[src/rtl/alu_b_operand_stage.sv]
// ALU B-operand stage: selects one of NSRC packed sources and buffers it in a
// two-entry skid buffer (main + skid) toward the ALU with valid/ready flow control.
// Optional feature macro: ALU_B_SEL_CHECK_EN adds a sticky sel_err output that
// flags any accepted out-of-range select.
module alu_b_operand_stage #(
    parameter int WIDTH = 32,
    parameter int NSRC  = 4,
    parameter int SELW  = 2
) (
    input  logic                  clk,
    input  logic                  reset,
    input  logic                  flush,
    input  logic                  in_valid,
    output logic                  in_ready,
    input  logic [SELW-1:0]       in_sel,
    input  logic [NSRC*WIDTH-1:0] in_src,
    output logic                  out_valid,
    input  logic                  out_ready,
    output logic [WIDTH-1:0]      out_data,
    output logic [SELW-1:0]       out_sel
`ifdef ALU_B_SEL_CHECK_EN
    ,
    output logic                  sel_err
`endif
);

    typedef enum logic [1:0] {
        EMPTY,
        ONE,
        TWO
    } state_e;

    state_e             state_q, state_d;
    logic [WIDTH-1:0]   mainData_q, mainData_d;
    logic [SELW-1:0]    mainSel_q, mainSel_d;
    logic [WIDTH-1:0]   skidData_q, skidData_d;
    logic [SELW-1:0]    skidSel_q, skidSel_d;
    logic               inReady_q;
    logic [WIDTH-1:0]   selData;
    logic               accept;
    logic               transfer;

    // Source multiplexer; selects beyond the last source yield all-zero data.
    always_comb begin
        selData = '0;
        for (int k = 0; k < NSRC; k++) begin
            if (in_sel == SELW'(k)) begin
                selData = in_src[k*WIDTH +: WIDTH];
            end
        end
    end

    assign accept    = in_valid && inReady_q;
    assign transfer  = (state_q != EMPTY) && out_ready;
    assign in_ready  = inReady_q;
    assign out_valid = (state_q != EMPTY);
    assign out_data  = mainData_q;
    assign out_sel   = mainSel_q;

    // Next-state logic for occupancy and the main/skid holding registers.
    always_comb begin
        state_d    = state_q;
        mainData_d = mainData_q;
        mainSel_d  = mainSel_q;
        skidData_d = skidData_q;
        skidSel_d  = skidSel_q;
        if (flush) begin
            state_d    = EMPTY;
            mainData_d = '0;
            mainSel_d  = '0;
            skidData_d = '0;
            skidSel_d  = '0;
        end else begin
            case (state_q)
                EMPTY: begin
                    if (accept) begin
                        state_d    = ONE;
                        mainData_d = selData;
                        mainSel_d  = in_sel;
                    end
                end
                ONE: begin
                    if (accept && transfer) begin
                        mainData_d = selData;
                        mainSel_d  = in_sel;
                    end else if (accept) begin
                        state_d    = TWO;
                        skidData_d = selData;
                        skidSel_d  = in_sel;
                    end else if (transfer) begin
                        state_d = EMPTY;
                    end
                end
                TWO: begin
                    if (transfer) begin
                        state_d    = ONE;
                        mainData_d = skidData_q;
                        mainSel_d  = skidSel_q;
                    end
                end
                default: begin
                    state_d = EMPTY;
                end
            endcase
        end
    end

    // State registers; in_ready is registered so it depends only on held state.
    always_ff @(posedge clk or negedge reset) begin
        if (!reset) begin
            state_q    <= EMPTY;
            mainData_q <= '0;
            mainSel_q  <= '0;
            skidData_q <= '0;
            skidSel_q  <= '0;
            inReady_q  <= 1'b0;
        end else begin
            state_q    <= state_d;
            mainData_q <= mainData_d;
            mainSel_q  <= mainSel_d;
            skidData_q <= skidData_d;
            skidSel_q  <= skidSel_d;
            inReady_q  <= (state_d != TWO);
        end
    end

`ifdef ALU_B_SEL_CHECK_EN
    logic selErr_q;
    logic selInRange;

    assign selInRange = (int'(in_sel) < NSRC);
    assign sel_err    = selErr_q;

    // Sticky out-of-range select flag; only reset clears it, flush does not.
    always_ff @(posedge clk or negedge reset) begin
        if (!reset) begin
            selErr_q <= 1'b0;
        end else if (accept && !selInRange) begin
            selErr_q <= 1'b1;
        end
    end
`endif

endmodule

[config.mk]
export PLATFORM = sky130hd
export DESIGN_NAME = alu_b_operand_stage
export DESIGN_NICKNAME = d
export VERILOG_FILES = /design/src/rtl/alu_b_operand_stage.sv
export SDC_FILE = /design/constraint.sdc
export NUM_CORES = 1
export LEC_CHECK = 0
export ABC_AREA = 1
export ABC_CLOCK_PERIOD_IN_PS = 1300
export CELL_PAD_IN_SITES_DETAIL_PLACEMENT = 0
export CELL_PAD_IN_SITES_GLOBAL_PLACEMENT = 2
export CORE_MARGIN = 1.5
export CORE_UTILIZATION = 20
export CTS_CLUSTER_SIZE = 16
export DETAILED_ROUTE_END_ITERATION = 7
export PLACE_DENSITY_LB_ADDON = 0.1
export RECOVER_POWER = 100
export REMOVE_ABC_BUFFERS = 1
export SLEW_MARGIN = 15
export SYNTH_ARGS = -nofsm -noshare
export SYNTH_HDL_FRONTEND = slang
export SYNTH_SLANG_ARGS = --single-unit
[constraint.sdc]
create_clock -name clk -period 1.3 [get_ports clk]
set_input_delay 0.195 -clock clk [delete_from_list [all_inputs] [get_ports clk]]
set_output_delay 0.195 -clock clk [all_outputs]
set_load 0.02 [all_outputs]
* Word level (Yosys, flattened, before mapping) *
Cells that the tools add are included.
Widths: inputs -> output; s select.

operators by class
  eq/ne operators = 10
  multiplexer cells = 27
  reductions and logical operators = 11

operator list
  operator            count
  $mux 32             11
  $pmux 32 s3         1
  $mux 2              13
  $pmux 2 s3          2
  $ne 3x3->1 const B  3
  $eq 2x2->1 const B  3
  $reduce_bool 2->1   3
  $eq 2x1->1 const B  2
  $logic_not 2->1     2
  $ne 2x2->1 const B  2
  $reduce_and 4->1    1
  $reduce_bool 4->1   1
  $logic_and 1x1->1   3
  $reduce_and 3->1    1

storage, ports and cells
  bits in registers = 71
  input bits = 135
  output and inout bits = 36
  logic and storage cells = 54

* Longest topological paths before layout *
  word-level depth = 9
  gate-level depth with buffers = 9
  mapped depth without buffers = 7

* Worst setup path after synthesis *
No wires, ideal clock.

  kind = reg-to-reg
  start = register state_q[0]
  end = register mainData_q[21], in the netlist out_data[21]
  setup time = 0.066 ns
  data arrival time = 1.270 ns
  required time = 1.234 ns
  path slack = -0.036 ns
  stages on the path, launching flop included = 9
  buffers on the path = 1
  clock period less this slack = 1.336 ns
  cell sequence = dfrtp_1 > inv_1 > nand2_1 > nand2_1 > nand3_2 > buf_2 > nor2_1 > nand2_1 > nand2_1

between the ends
  cells in the longest elaborated chain, start to end = 5
  elaborated cells between the ends (all ways) = 13
  those cells by class = 5 x eq/ne; 2 x mux; 6 x reduce/logical

ends and longest elaborated chain
  element                         line  text
  start, declared                 33    state_e state_q, state_d;
  start signal, assigned          118   state_q <= state_d;
  $reduce_bool 2->1 (*)           n/a
  via out_valid                   17    output logic out_valid,
  $logic_and 1x1->1 (*)           54    assign transfer = (state_q != EMPTY) && out_ready;
  $logic_and 1x1->1               83    if (accept && transfer) begin
  $ne 3x3->1 (no line)            n/a
  $reduce_and 4->1 (no line) (*)  n/a
  end signal, assigned            119   mainData_q <= mainData_d;
  end, declared                   34    logic [WIDTH-1:0] mainData_q, mainData_d;

Mark *: on every way through the listed nets, which the timed path passes. The rest lies on a longest branch.
A chain may end at the register's enable or synchronous reset.

* Worst setup path after layout *
  start = register state_q[1]
  end = register mainData_q[6], in the netlist out_data[6]

between the ends
  cells in the longest elaborated chain, start to end = 5
  elaborated cells between the ends (all ways) = 13
  those cells by class = 5 x eq/ne; 2 x mux; 6 x reduce/logical

ends and longest elaborated chain
  element                     line
  $reduce_bool 2->1           54
  $logic_and 1x1->1           54
  $logic_and 1x1->1           83
  $ne 3x3->1 (no line)        n/a
  $reduce_and 4->1 (no line)  n/a

Parallel ways exist; a longest one is shown, timed or not.

==> impl_metrics.tcl <==
set metrics [dict create \
    drt_iter0_markers 177 \
    portBuffers 170 \
    drive_above_1_share_pct 20.07 \
    max_cap_viol_count 0 \
    grt_max_degree 37 \
    leakagePower_nw 3.897 \
    insertedDiodeCount 0 \
    slew_viol_final 0 \
    final_util_pct 36.40 \
    vias_per_cell 4.354 \
    internal_power_mw 4.875 \
    report.final.hold_viol_count 0 \
    start_kind "flip-flop" \
    setup_slack_ps -117.6 \
    total_power_mw 6.982 \
    swShare_pct 30.17 \
    totalWireLength_um 17920 \
    drt_pass1_iterations 4 \
    grt_pass1_wl_um 26740 \
    finalCriticalPeriod_ps 1418 \
    fmax_ghz 0.7054 \
    ys_seq_area_share_pct 41.48 \
    setup_viol 62 \
    most-common-layout-cells "nand2_1 (217), clkdlybuf4s50_1 (130), nand3_1 (85), dfrtp_1 (71), nor2_1 (53)" \
    htreeDepth 3 \
    vias 4885 \
    insertion_delay_ps 340 \
    violations "setup timing" \
    critPathMaxStageDelay_ps 390 \
    cp.arrival_ps 1650 \
    crit_buf_inv 3 \
    rows 53 \
    numClockSinks 71 \
    finalNonFillerCells 1122 \
    relSlewSlack_pct 62.12 \
    grt_overflow 0 \
    cts_tree "done" \
    fin_nets 980 \
    root_buffer "clkbuf_16" \
    chipWidth_um 149.3 \
    power_switching_mw 2.106 \
    clkPwrFrac_pct 33.8 \
    ioPinCount 171 \
    antenna_found_initial 0 \
    rsz0062_at_grt "true" \
    finalCritPeriodShare_pct 109.0 \
    dp_cells 1083 \
    skew_ps 8.735 \
    path_clk_slew_ps 50 \
    layout_commonest_cell "nand2_1" \
    endpoint_kind "flip-flop" \
    status "complete, but fails checks" \
    crit_family "buffers and inverters" \
    start_util_pct 20.37 \
    synthesis.area_sq_um 4283 \
    preCtsSetupSlack_ps -552.6 \
    syn_inst 643 \
    wire_per_inst_um 15.97 \
    worst_slew_pin_slew_ps 568.2 \
    hpwl_um 11720 \
    clockBufferDepth 2 \
    hold_class "input port to asynchronous set/reset pin" \
    drc 0 \
    numCtsBuffers 9 \
    cp_max_fo 7 \
    final.fill_count 2193 \
    p_seq_share_pct 34.9 \
    grt_pass1_vias 4759 \
    ys_types 20 \
    whs_ps 381.7 \
    path_class "flip-flop to flip-flop" \
    gp_congestion 0.7271 \
    irDropWorstVdd_mv 0.4466 \
    powerDensity_nw_per_um2 912.5 \
    cp_slowest_cell "dfrtp_1" \
    core_area_sq_um 21020 \
    postSynthAreaPerCell_sq_um 6.661 \
    die-area_sq_um 22300 \
    yosysWarnings 0 \
    syn_to_final_growth_pct 78.64 \
    track_usage_pct 15.93 \
    die-height_um 149.3 \
    ant_nets 0 \
    crit_required_ps 1530 \
    pwr-share-comb_pct 31.2 \
    ys_ff_latch 71 \
    path_cells "buf_4 -> nand2_4 -> nand2_4 -> nand3_4 -> buf_12 -> buf_12 -> nor2_2 -> nand2_1 -> nand2_1" \
]
[timing repair]
item	in CTS	in global routing
endpoints found under the setup margin	103	73
pin swaps	14	40
hold buffers	1	0
buffers inserted	11	3
resized for setup	105	97
hold endpoints to repair	15	0
cloned	7	6
[path summary, 6_finish.rpt]
check,startpoint,slack [ps],cells past startpoint,endpoint
worst min-delay path,reset,380,2,out_data[9]$_DFFE_PN0P_
min in group clk,in_sel[0],420,5,skidData_q[30]$_DFFE_PN0P_
worst min register to register,skidData_q[16]$_DFFE_PN0P_,470,2,skidData_q[16]$_DFFE_PN0P_
max in group asynchronous,reset,190,3,in_ready$_DFF_PN0_
worst max-delay path,state_q[1]$_DFF_PN0_,-120,9,out_data[6]$_DFFE_PN0P_
worst max register to register,state_q[1]$_DFF_PN0_,-120,9,out_data[6]$_DFFE_PN0P_
[power groups by stage]
stage	Combinational, mW	Clock (mW)	Sequential, mW
floorplan	0.572	0	2.60
global placement	1.82	0	2.47
detailed placement	1.83	0	2.47
CTS	2.06	2.44	2.44
global route	2.39	2.54	2.46
finish	2.18	2.36	2.44
[layer usage]
metal	wire [um]	vias up	share of wire, %	global-route usage (%)
met3	722	7	4.0	3.150
met1	8200	2326	46	20.80
met2	8876	116	50	27.52
met5	0	-	0	0
met4	116	0	0.65	2.525
li1	-	2436	-	-
[state kept, by name (all words and copies together) (netlist names)]
register	count
state_q	2
skidSel_q	2
in_ready	1
skidData_q	32
out_data	32
out_sel	2
[cells in the mapped netlist]
master | number | area [sq um]
or2_1 | 19 | 118.9
nand3_1 | 87 | 435.4
nor2_1 | 79 | 296.5
o21ai_1 | 15 | 75.07
nor2_2 | 2 | 12.51
inv_2 | 4 | 15.01
nor2_4 | 1 | 11.26
clkbuf_1 | 10 | 37.54
nand2_2 | 2 | 12.51
clkbuf_2 | 2 | 10.01
inv_1 | 20 | 75.07
dfrtp_1 | 71 | 1777
buf_2 | 20 | 100.1
buf_4 | 4 | 30.03
o21ai_0 | 31 | 155.2
nand2_1 | 256 | 960.9
nand3_2 | 1 | 10.01
nand3b_1 | 13 | 97.59
buf_6 | 4 | 45.04
buf_1 | 2 | 7.510
[through the flow]
step	TNS, ps	cell area [sq um]
3_3_place_gp	-29100	6486
6_report	-4358	7651
2_1_floorplan	-33950	4053
3_5_place_dp	-30100	6486
4_1_cts	-3729	7244
5_1_grt	-9193	7651
[cell families after synthesis]
group | count (synthesis) | synth area share [%]
AOI/OAI and AO/OA | 46 | 5.375
buffers and inverters | 66 | 7.479
DFF | 71 | 41.48
and+or+nand+nor | 460 | 45.66
[final cells by class]
cell class | instances | area [sq um] | area share, %
Clock inverter | 2 | 35.03 | 0.4579
Clock buffer | 11 | 232.7 | 3.042
Sequential cell | 71 | 1777 | 23.22
Multi-Input combinational cell | 507 | 2616 | 34.19
Inverter | 24 | 97.59 | 1.276
Timing Repair Buffer | 232 | 2549 | 33.31
Tap cell | 275 | 344.1 | 4.497
No activity file was read; power rests on OpenSTA's default activity.
